## src/rtl/regfile_wb_sched_pkg.sv

```systemverilog
// Shared CPU package for the register-file writeback path.
//   reg_idx_t : register index (32 registers)
//   word_t    : register data word
//   REG_X0    : the hardwired-zero register index
//   wb_req_t  : a pending writeback {rd, data}
package regfile_wb_sched_pkg;

  localparam int REG_IDX_W = 5;
  localparam int WORD_W    = 32;

  typedef logic [REG_IDX_W-1:0] reg_idx_t;
  typedef logic [WORD_W-1:0]    word_t;

  localparam reg_idx_t REG_X0 = '0;

  typedef struct packed {
    reg_idx_t rd;
    word_t    data;
  } wb_req_t;

endpackage

```

## src/rtl/regfile_wb_sched_fifo.sv

```systemverilog
// wb_fifo: synchronous FIFO of wb_req_t used to buffer load returns.
//   clk, rst    : clock, synchronous active-high reset (clears pointers/count)
//   push        : write push_data this cycle (caller guarantees !full)
//   push_data   : entry to enqueue
//   pop         : drop the head this cycle (caller guarantees !empty)
//   pop_data    : current head (valid while !empty)
//   count       : occupancy, 0..DEPTH
//   full, empty : occupancy flags
// There is no pass-through: a pushed entry is visible at the head one cycle later.
module wb_fifo
  import regfile_wb_sched_pkg::*;
#(
  parameter int DEPTH = 2
) (
  input  logic                     clk,
  input  logic                     rst,
  input  logic                     push,
  input  wb_req_t                  push_data,
  input  logic                     pop,
  output wb_req_t                  pop_data,
  output logic [$clog2(DEPTH):0]   count,
  output logic                     full,
  output logic                     empty
);

  localparam int PW = (DEPTH > 1) ? $clog2(DEPTH) : 1;
  localparam int CW = $clog2(DEPTH) + 1;

  wb_req_t         mem_q [DEPTH];
  logic [PW-1:0]   wr_ptr_q, wr_ptr_d;
  logic [PW-1:0]   rd_ptr_q, rd_ptr_d;
  logic [CW-1:0]   count_q, count_d;

  // DEPTH is a power of two, so pointer wrap is the natural overflow.
  always_comb begin
    wr_ptr_d = wr_ptr_q;
    rd_ptr_d = rd_ptr_q;
    count_d  = count_q;
    if (push) wr_ptr_d = wr_ptr_q + 1'b1;
    if (pop)  rd_ptr_d = rd_ptr_q + 1'b1;
    if (push && !pop)      count_d = count_q + 1'b1;
    else if (pop && !push) count_d = count_q - 1'b1;
  end

  always_ff @(posedge clk) begin
    if (rst) begin
      wr_ptr_q <= '0;
      rd_ptr_q <= '0;
      count_q  <= '0;
    end else begin
      wr_ptr_q <= wr_ptr_d;
      rd_ptr_q <= rd_ptr_d;
      count_q  <= count_d;
    end
  end

  // Storage carries data only; stale contents are unreachable once pointers reset.
  always_ff @(posedge clk) begin
    if (push) mem_q[wr_ptr_q] <= push_data;
  end

  assign pop_data = mem_q[rd_ptr_q];
  assign count    = count_q;
  assign full     = (count_q == CW'(DEPTH));
  assign empty    = (count_q == '0);

endmodule

```

## src/rtl/regfile_wb_sched.sv

```systemverilog
// regfile_wb_sched: arbitrates the single register-file write port between
// the ALU result path and a queued load-return path, and keeps a load
// scoreboard that stalls decode on pending load destinations.
//   clk, rst                 : clock, synchronous active-high reset
//   alu_valid/ready/rd/data  : ALU writeback request (accepted when valid && ready)
//   mem_valid/ready/rd/data  : load-return request into the queue
//   ld_issue, ld_rd          : decode issued a load to ld_rd this cycle
//   rs1, rs2                 : decode source registers
//   stall                    : source register has an uncommitted load
//   we3, ad3, wd3            : registered register-file write port
//   mq_count                 : load-return queue occupancy
module regfile_wb_sched
  import regfile_wb_sched_pkg::*;
#(
  parameter int ADDRESS_WIDTH = 5,
  parameter int DATA_WIDTH    = 32,
  parameter int MQ_DEPTH      = 2,
  parameter int STARVE_LIMIT  = 4
) (
  input  logic                       clk,
  input  logic                       rst,
  input  logic                       alu_valid,
  output logic                       alu_ready,
  input  logic [ADDRESS_WIDTH-1:0]   alu_rd,
  input  logic [DATA_WIDTH-1:0]      alu_data,
  input  logic                       mem_valid,
  output logic                       mem_ready,
  input  logic [ADDRESS_WIDTH-1:0]   mem_rd,
  input  logic [DATA_WIDTH-1:0]      mem_data,
  input  logic                       ld_issue,
  input  logic [ADDRESS_WIDTH-1:0]   ld_rd,
  input  logic [ADDRESS_WIDTH-1:0]   rs1,
  input  logic [ADDRESS_WIDTH-1:0]   rs2,
  output logic                       stall,
  output logic                       we3,
  output logic [ADDRESS_WIDTH-1:0]   ad3,
  output logic [DATA_WIDTH-1:0]      wd3,
  output logic [$clog2(MQ_DEPTH):0]  mq_count
);

  localparam int NREG = 1 << ADDRESS_WIDTH;
  localparam int SW   = $clog2(STARVE_LIMIT + 1);

  // Load-return queue
  wb_req_t  mq_push_data;
  wb_req_t  mq_head;
  logic     mq_push;
  logic     mq_full;
  logic     mq_empty;
  logic     grant_alu;
  logic     grant_mem;

  assign mq_push_data = '{rd: mem_rd, data: mem_data};
  assign mem_ready    = !mq_full;
  assign mq_push      = mem_valid && !mq_full;

  wb_fifo #(
    .DEPTH (MQ_DEPTH)
  ) u_mq (
    .clk       (clk),
    .rst       (rst),
    .push      (mq_push),
    .push_data (mq_push_data),
    .pop       (grant_mem),
    .pop_data  (mq_head),
    .count     (mq_count),
    .full      (mq_full),
    .empty     (mq_empty)
  );

  // Arbitration state
  logic [SW-1:0] starve_cnt_q, starve_cnt_d;
  logic          force_q, force_d;

  // Write port and scoreboard state
  logic                     we3_q, we3_d;
  reg_idx_t                 ad3_q, ad3_d;
  word_t                    wd3_q, wd3_d;
  logic                     src_mem_q, src_mem_d;
  logic [NREG-1:0]          busy_q, busy_d;

  assign alu_ready = !force_q;
  assign grant_alu = !force_q && alu_valid;
  assign grant_mem = !mq_empty && (force_q || !alu_valid);

  // Starvation: count queue losses; reaching the limit forces the next grant.
  always_comb begin
    starve_cnt_d = starve_cnt_q;
    force_d      = force_q;
    if (mq_empty || grant_mem) starve_cnt_d = '0;
    else                       starve_cnt_d = starve_cnt_q + 1'b1;

    if (force_q && (grant_mem || mq_empty)) force_d = 1'b0;
    else if (starve_cnt_d == SW'(STARVE_LIMIT)) force_d = 1'b1;
  end

  // Commit: register the winner; rd=0 winners are consumed but never written.
  always_comb begin
    we3_d     = 1'b0;
    ad3_d     = ad3_q;
    wd3_d     = wd3_q;
    src_mem_d = 1'b0;
    if (grant_alu) begin
      if (alu_rd != REG_X0) begin
        we3_d = 1'b1;
        ad3_d = alu_rd;
        wd3_d = alu_data;
      end
    end else if (grant_mem) begin
      if (mq_head.rd != REG_X0) begin
        we3_d     = 1'b1;
        ad3_d     = mq_head.rd;
        wd3_d     = mq_head.data;
        src_mem_d = 1'b1;
      end
    end
  end

  // Scoreboard: a load commit clears, a new issue sets; set is applied last so it wins.
  always_comb begin
    busy_d = busy_q;
    if (we3_q && src_mem_q) busy_d[ad3_q] = 1'b0;
    if (ld_issue && (ld_rd != REG_X0)) busy_d[ld_rd] = 1'b1;
    busy_d[0] = 1'b0;
  end

  always_ff @(posedge clk) begin
    if (rst) begin
      starve_cnt_q <= '0;
      force_q      <= 1'b0;
      we3_q        <= 1'b0;
      ad3_q        <= '0;
      wd3_q        <= '0;
      src_mem_q    <= 1'b0;
      busy_q       <= '0;
    end else begin
      starve_cnt_q <= starve_cnt_d;
      force_q      <= force_d;
      we3_q        <= we3_d;
      ad3_q        <= ad3_d;
      wd3_q        <= wd3_d;
      src_mem_q    <= src_mem_d;
      busy_q       <= busy_d;
    end
  end

  // No bypass: stall holds through the commit cycle and drops the cycle after.
  assign stall = ((rs1 != REG_X0) && busy_q[rs1]) ||
                 ((rs2 != REG_X0) && busy_q[rs2]);

  assign we3 = we3_q;
  assign ad3 = ad3_q;
  assign wd3 = wd3_q;

endmodule

```

## config.mk

```make
export PLATFORM = sky130hd
export DESIGN_NAME = regfile_wb_sched
export DESIGN_NICKNAME = d
export VERILOG_FILES = /design/src/rtl/regfile_wb_sched_pkg.sv /design/src/rtl/regfile_wb_sched_fifo.sv /design/src/rtl/regfile_wb_sched.sv
export SDC_FILE = /design/constraint.sdc
export NUM_CORES = 1
export LEC_CHECK = 0
export ABC_AREA = 1
export CAP_MARGIN = 20
export CELL_PAD_IN_SITES_DETAIL_PLACEMENT = 0
export CELL_PAD_IN_SITES_GLOBAL_PLACEMENT = 2
export CORE_ASPECT_RATIO = 1.2
export CORE_MARGIN = 1.5
export CORE_UTILIZATION = 34
export CTS_BUF_LIST = sky130_fd_sc_hd__clkbuf_16
export CTS_CLUSTER_DIAMETER = 30
export CTS_CLUSTER_SIZE = 28
export DETAILED_ROUTE_END_ITERATION = 8
export PLACE_DENSITY_LB_ADDON = 0.1
export RECOVER_POWER = 50
export SYNTH_ARGS = -nofsm -noshare
export SYNTH_HDL_FRONTEND = slang
export SYNTH_HIERARCHICAL = 1
export SYNTH_SLANG_ARGS = --single-unit
```

## constraint.sdc

```tcl
create_clock -name clk -period 4.2 [get_ports clk]
set_input_delay 0.42 -clock clk [delete_from_list [all_inputs] [get_ports clk]]
set_output_delay 0.42 -clock clk [all_outputs]
set_load 0.03 [all_outputs]
```

==> summary.txt, run 1 <==
Yosys
  • Synth top area cells: sky130_fd_sc_hd__edfxtp_1 (32%), sky130_fd_sc_hd__dfxtp_1 (23%), sky130_fd_sc_hd__nand2_1 (11%)
  • Synthesized net count: between 800 and 900
  • Yosys warnings: 6
  • Synthesized area divided by synthesized cell count: a little over 9 um^2
  • Post-synth EDFFs: between 70 and 80
  • Gate count after technology mapping: 741
  • Most used DFF post-synth: sky130_fd_sc_hd__dfxtp_1
  • Fraction of the yosys area taken by sequential cells: 54.9%
  • FFs w/ async S/R, synth: 0%
  • Cell taking the most area after synthesis: sky130_fd_sc_hd__edfxtp_1
  • Area share of the leading cell type in the synthesized netlist: 32.1%
  • Synth unique cells: 29
  • Flip-flop and latch count after synthesis: about 150
  • Netlist Area Pre-Place: 6930 um^2

Worst setup path
  • Class of the most critical setup path: flop to flop
  • CP required: 4200 ps
  • Element type at the critical path start: flop
  • Cell depth of the worst flop-to-flop path: 5
  • Data arrival time of the critical path: about 3200 ps
  • Largest delay share family, worst path: buffers and inverters
  • CP bufs+invs: 2
  • Peak fanout along the critical path: 32
  • Cell type with the highest occurrence count on the critical path: sky130_fd_sc_hd__nor2_1
  • Largest stage delay on the critical path: 1440 ps
  • Path length in cells of the critical path: 5
  • Ordered list of cells on the worst path: nor2_1, nor2_1, inv_1, nor2_1, clkbuf_1
  • Category of the worst setup path capture point: flop
  • Slowest stage cell, crit path: sky130_fd_sc_hd__clkbuf_1

Clock network
  • Total number of H-tree levels: 4
  • Clock tree from TritonCTS: built
  • Post CTS Setup Buffer Count: 0
  • Total clock sinks: roughly 150
  • Root cell of the clock tree: sky130_fd_sc_hd__clkbuf_16
  • CTS resizes: 0
  • Worst-path clk slew: 70 ps
  • CTS Buf Count: 17
  • Number of buffers on the longest clock path: 2
  • Clock insertion delay at the later pin of the skew report: 420 ps
  • Hold Buf Count CTS: 0

Timing
  • Number of hold violations in the final report: 0
  • RSZ-0062 raised after global routing: no
  • Slew @ Worst Pin: between 2000 and 2500 ps
  • Final total negative setup slack: 0 ps
  • Remaining max-slew budget at the tightest pin: -49.8%
  • Final critical-path required period: 3160 ps
  • Final-report setup violation count: 0
  • Hold Slack: 440 ps
  • Final max-slew violation count: 112
  • Max frequency: 0.317 GHz
  • Final setup skew: 11.8 ps
  • Period Utilization, post-route: between 70 and 80%

Power and ir drop
  • PwrDens: 505 nW/um^2
  • Gate power share: a little over a quarter
  • Reg power frac: between 40% and 50%
  • Maximum VDD drop: 0.000265 V
  • Cell leakage power: ~3.6 nW
  • Switching pwr: 1.37 mW
  • Clk pwr share: between 30% and 40%
  • Switching share of power: 30.1%
  • Design internal power: 3.20 mW

Run status
  • Result of the run: complete, but fails checks
  • Violations in the final reports: max-capacitance violations, max-slew violations

Floorplan
  • Io pins: roughly 140
  • Overall die width: 133 um
  • Initial core utilization: between 30% and 40%
  • Total core area: roughly 20000 um^2
  • Vertical die dimension: 159 um
  • Std cell rows: 57
  • Die area: roughly 21000 um^2

Final layout
  • Fraction of final layout cells with drive strength greater than 1: a little under 9%
  • NumNets Final: between 900 and 1000
  • Commonest non-fill, non-tap cells in the layout: sky130_fd_sc_hd__nand2_1 (202), sky130_fd_sc_hd__clkdlybuf4s50_1 (98), sky130_fd_sc_hd__dfxtp_1 (79)
  • Leading cell type in the layout, fill and taps excluded: sky130_fd_sc_hd__nand2_1
  • Area added between synthesis and finish: 30.7%

Flow run
  • Total of max-cap violations: 3

Global route
  • Maximum number of pins on one net before global-route repair: 56
  • Global-route wire length before repair: roughly 30000 um
  • Vias in the first global route: ~5600
  • Initial antenna violation count: 5
  • GRT overflow: 0
  • Total global routing track utilization: between 10% and 20%

Route
  • Via density: 4.87
  • First DRT Iteration DRCs: approximately 300
  • Final ANT Viol Nets: 0
  • Total iterations of the first detailed-routing run: 5
  • Routed WL: 19400 um
  • DR WL/cell: between 15 and 20 um
  • Vias: about 5600
  • DRC errors left: 0

Placed design
  • Placer congestion estimate: between 0.8 and 0.9
  • I/O Buffers: 136
  • DP Wirelength: about 14000 um

Worst hold path
  • Worst min-delay path category: flop to flop
  • Hold Crit Depth: 1
state kept, by name (all words and copies together) (netlist names), 2 cells and up, named ones only:
signal        count
ad3               5
busy_q           31
starve_cnt_q      3
u_mq/count        2
u_mq/mem_q       74
wd3              32
final timing paths:
check                 endpoint     startpoint  slack [ps]
max          u_mq/mem_q[0][12]  u_mq/count[0]        1040
max reg2reg  u_mq/mem_q[0][12]  u_mq/count[0]        1040
min                    force_q        force_q         440
min reg2reg            force_q        force_q         440
metal layers:
metal / GRT usage [%] / wire (um) / vias to the layer above
met2: 34.6 / 10400 / 157
li1: - / - / 2793
met1: 20.4 / 7570 / 2656
met4: 7.21 / 424 / 2
met3: 4.78 / 987 / 28
met5: 0 / 12 / -
synthesized netlist by cell type, types with 2 or more instances:
library cell / instances
sky130_fd_sc_hd__edfxtp_1: 74
sky130_fd_sc_hd__a31oi_1: 19
sky130_fd_sc_hd__inv_1: 68
sky130_fd_sc_hd__ha_1: 2
sky130_fd_sc_hd__o211ai_1: 2
sky130_fd_sc_hd__o21ai_0: 52
sky130_fd_sc_hd__buf_4: 2
sky130_fd_sc_hd__clkbuf_1: 12
sky130_fd_sc_hd__nor3_1: 14
sky130_fd_sc_hd__a21oi_1: 36
sky130_fd_sc_hd__nand3_1: 73
sky130_fd_sc_hd__mux2_4: 30
sky130_fd_sc_hd__buf_2: 12
sky130_fd_sc_hd__nand2_2: 2
sky130_fd_sc_hd__nor2_1: 20
sky130_fd_sc_hd__mux2_2: 7
sky130_fd_sc_hd__inv_2: 3
sky130_fd_sc_hd__o21ai_1: 3
sky130_fd_sc_hd__dfxtp_1: 79
sky130_fd_sc_hd__o211a_1: 16
sky130_fd_sc_hd__nand2_1: 202
sky130_fd_sc_hd__buf_6: 4
sky130_fd_sc_hd__buf_12: 3
area by class of cell:
cell class / instances / area (um^2)
fill: 1949 / 11100
clock buffer: 17 / 425
timing repair buffer: 149 / 1440
antenna: 4 / 10.0
sequential: 153 / 3800
multi-input combinational: 484 / 2630
clock inverter: 15 / 151
inverter: 71 / 267
tap: 265 / 332
worst reg2reg max path: stages, from the launching register on:
cell and delay [ps]:
sky130_fd_sc_hd__dfxtp_1 400, sky130_fd_sc_hd__nor2_1 80, sky130_fd_sc_hd__nor2_1 310, sky130_fd_sc_hd__inv_1 80, sky130_fd_sc_hd__nor2_1 410, sky130_fd_sc_hd__clkbuf_1 1440
per-stage QoR:
step | util [%] | cell area [um^2] | total power, mW | setup slack, ps | instances
after floorplan | - | 6930 | 2.75 | 1290 | 741
after global placement | 42.1 | 8470 | 3.12 | 1030 | 1118
after detailed placement | 42.2 | 8490 | 3.13 | 1040 | 1121
after CTS | 45.1 | 9070 | 4.64 | 1040 | 1153
after global routing | 45.0 | 9050 | 4.80 | 766 | 1157
final | 45.0 | 9050 | 4.57 | 1040 | 1158
power by group through the flow:
stage | combinational (mW) | sequential (mW) | clock (mW)
6_report | 1.19 | 1.89 | 1.49
5_1_grt | 1.29 | 1.91 | 1.59
3_3_place_gp | 1.20 | 1.91 | 0
3_5_place_dp | 1.21 | 1.92 | 0
4_1_cts | 1.22 | 1.89 | 1.53
2_1_floorplan | 0.708 | 2.04 | 0
logic make-up after synthesis:
kind of cell | synth area share [%]
simple gates | 18.8
flops | 54.9
compound gates | 10.9
buf+inv | 7.10
mux | 7.64
xor+xnor | 0.253
fa+ha+maj | 0.361
Note: power is estimated with default switching activity, not from simulation.
==> run 2: changes to the inputs <==
CORE_UTILIZATION = 32   (was 34)
clock period = 3.3 ns   (was 4.2 ns; I/O delays follow)
==> run 2 against run 1 <==
  * Power is 25% higher
  * Fmax is 22% higher
  * Sequential share of layout area hardly changed
  * Design area hardly changed
  * Clock power is 20% higher
  * Count of clock-buffer cells in the layout stayed put
  * Largest power group unchanged
  * Combinational power is 26% higher
  * Sequential cell count stayed put
  * The run still ends with max-capacitance violations, max-slew violations left
  * Setup slack worse by 340 ps
  * Register-to-register slack worse by 340 ps
  * Routed wire length is 0.88% higher
  * First-iteration DRC count is 20% lower
==> summary.txt, run 2 (synthesized netlist as in run 1, its figures left out) <==
Placed design
  • DP Wirelength: 13700 um (-1.7%)
  • Placement-stage cell area: 8520 um^2 (+0.28%)
  • I/O Buffers: 136 (unchanged)
  • Worst setup slack after placement: 783 ps (-260 ps)
  • Inst Count DP: 1127 (+0.54%)
  • Placer congestion estimate: 0.816 (+1.5%)

Timing
  • Final setup skew: 12.8 ps (+0.967 ps)
  • Period Utilization, post-route: 78.6% (+3.4 points)
  • Final total negative setup slack: 0 ps (unchanged)
  • Slew @ Worst Pin: 1920 ps (-328 ps)
  • Final-report setup violation count: 0 (unchanged)
  • Number of hold violations in the final report: 0 (unchanged)
  • RSZ-0062 raised after global routing: no
  • Final critical-path required period: 2600 ps (-564 ps)
  • Max frequency: 0.385 GHz (+22%)
  • Final max-slew violation count: 40 (-64%)
  • Remaining max-slew budget at the tightest pin: -27.9% (+22 points)
  • Smallest setup slack after layout: 705 ps (-336 ps)

Final layout
  • Leading cell type in the layout, fill and taps excluded: sky130_fd_sc_hd__nand2_1
  • Commonest non-fill, non-tap cells in the layout: sky130_fd_sc_hd__nand2_1 (203), sky130_fd_sc_hd__dfxtp_1 (79), sky130_fd_sc_hd__clkdlybuf4s50_1 (74), sky130_fd_sc_hd__edfxtp_1 (74), sky130_fd_sc_hd__nand3_1 (73)
  • Sequential standard cell area: 3800 um^2 (unchanged)
  • Footprint of the multi-input gates: 2630 um^2 (+0.19%)
  • # fillers: 2039 (+4.6%)
  • Layout Cell Area excl Fill: 9050 um^2 (about the same)
  • Final cell count without fillers: 1162 (+0.35%)
  • Fraction of final layout cells with drive strength greater than 1: 9.56% (+0.79 points)
  • Flip-flop count of the largest register after layout: 74 (unchanged)
  • Area added between synthesis and finish: 30.7% (about the same)
  • Top register by number of flip-flops: u_mq/mem_q
  • NumNets Final: 972 (unchanged)

Floorplan
  • Die area: 22500 um^2 (+6.1%)
  • Vertical die dimension: 164 um (+3.0%)
  • Initial core utilization: 32.8% (-1.6 points)
  • Overall die width: 137 um (+3.0%)
  • Io pins: 137 (unchanged)
  • Total core area: 21100 um^2 (+5.0%)
  • Std cell rows: 58 (+1.8%)

Clock network
  • Root cell of the clock tree: sky130_fd_sc_hd__clkbuf_16
  • Total number of H-tree levels: 4 (unchanged)
  • Number of buffers on the longest clock path: 2 (unchanged)
  • Clock insertion delay at the later pin of the skew report: 420 ps (about the same)
  • Clock tree from TritonCTS: built
  • Post CTS Setup Buffer Count: 0 (unchanged)
  • Total clock sinks: 153 (unchanged)
  • Worst-path clk slew: 70 ps (about the same)
  • CTS resizes: 0 (unchanged)
  • Hold Buf Count CTS: 0 (unchanged)
  • CTS Buf Count: 17 (unchanged)

Route
  • Via density: 4.79 (-1.5%)
  • DRC errors left: 0 (unchanged)
  • Vias: 5570 (-1.2%)
  • First DRT Iteration DRCs: 235 (-20%)
  • DR WL/cell: 16.9 um (+0.53%)
  • Total iterations of the first detailed-routing run: 4 (-1)
  • Routed WL: 19600 um (+0.88%)
  • Final ANT Viol Nets: 0 (unchanged)

Worst hold path
  • Hold path start: force_q
  • Worst min-delay path category: flop to flop

Worst setup path
  • Largest stage delay on the critical path: 960 ps (-480 ps)
  • Category of the worst setup path capture point: flop
  • Data arrival time of the critical path: 2890 ps (-270 ps)
  • Element type at the critical path start: flop
  • CP required: 3600 ps (-600 ps)
  • Class of the most critical setup path: flop to flop
  • Ordered list of cells on the worst path: mux2_2, nor2_1, nand3_1, nand2_1, nand2_2, buf_4, inv_2, o21ai_1, a21oi_1
  • Peak fanout along the critical path: 68 (+110%)
  • Slowest stage cell, crit path: sky130_fd_sc_hd__dfxtp_1

Flow run
  • Total of max-cap violations: 1 (-2)

Global route
  • GRT overflow: 0 (unchanged)
  • Maximum number of pins on one net before global-route repair: 69 (+23%)
  • Vias in the first global route: 5804 (+2.9%)
  • Initial antenna violation count: 7 (+2)
  • Total global routing track utilization: 17.9% (-0.81 points)
  • Global-route wire length before repair: 30400 um (about the same)

Power and ir drop
  • PwrDens: 631 nW/um^2 (+25%)
  • Cell leakage power: 3.70 nW (+1.6%)
  • Maximum VDD drop: 0.000335 V (+26%)

Run status
  • Violations in the final reports: max-capacitance violations, max-slew violations
  • Result of the run: complete, but fails checks
-- run 2: changes by cell type in the layout (fill, tap and decap cells not counted), moves of 2 or more --
cell,change
sky130_fd_sc_hd__clkbuf_1,-5
sky130_fd_sc_hd__buf_4,+5
sky130_fd_sc_hd__clkdlybuf4s50_1,-24
sky130_fd_sc_hd__inv_6,+4
sky130_fd_sc_hd__dlygate4sd3_1,+23
sky130_fd_sc_hd__bufinv_16,-2
-- run 2: final timing paths --
check | endpoint | slack, ps | cells past startpoint
setup / recovery | ad3[4] | 700 | 9
hold / removal | force_q | 460 | 1
setup reg to reg | ad3[4] | 700 | 9
hold reg to reg | force_q | 460 | 1
-- run 2: worst max-delay path: cells and delay by family, from the launching register on --
kind            cells  cell delay [ps]
flops               1              960
buf+inv             2              690
mux                 1              320
simple gates        4              280
compound gates      2              220
-- run 2: final cells by class --
type / instances / share of cell area, %
antenna: 3 / 0.0829
multi-input combinational: 484 / 29.1
clock inverter: 15 / 1.29
clock buffer: 17 / 4.70
sequential: 153 / 42.0
inverter: 71 / 2.94
tap: 270 / 3.73
timing repair buffer: 149 / 16.2
-- run 2: power by group --
part,switching (mW),total (mW),internal [mW]
logic,0.827,1.50,0.678
registers,0.151,2.42,2.27
clock network,0.818,1.79,0.973
total,1.80,5.71,3.92
-- run 2: metal layers --
| layer | GRT usage [%] | share of wire, % | routed length, um | up-vias |
|---|---|---|---|---|
| li1 | - | - | - | 2791 |
| met1 | 19.9 | 42 | 8150 | 2629 |
| met2 | 33.0 | 52 | 10200 | 116 |
| met3 | 4.66 | 4.2 | 830 | 26 |
| met4 | 5.93 | 1.7 | 341 | 8 |
| met5 | 0 | 0.24 | 47 | - |
-- run 2: stage by stage --
step | total power, mW | utilization, % | hold slack [ps]
2_1_floorplan | 3.50 | - | 402
3_3_place_gp | 3.99 | 40.3 | 442
3_5_place_dp | 4.01 | 40.3 | 450
4_1_cts | 5.81 | 42.9 | 468
5_1_grt | 5.99 | 42.9 | 489
6_report | 5.71 | 42.9 | 457
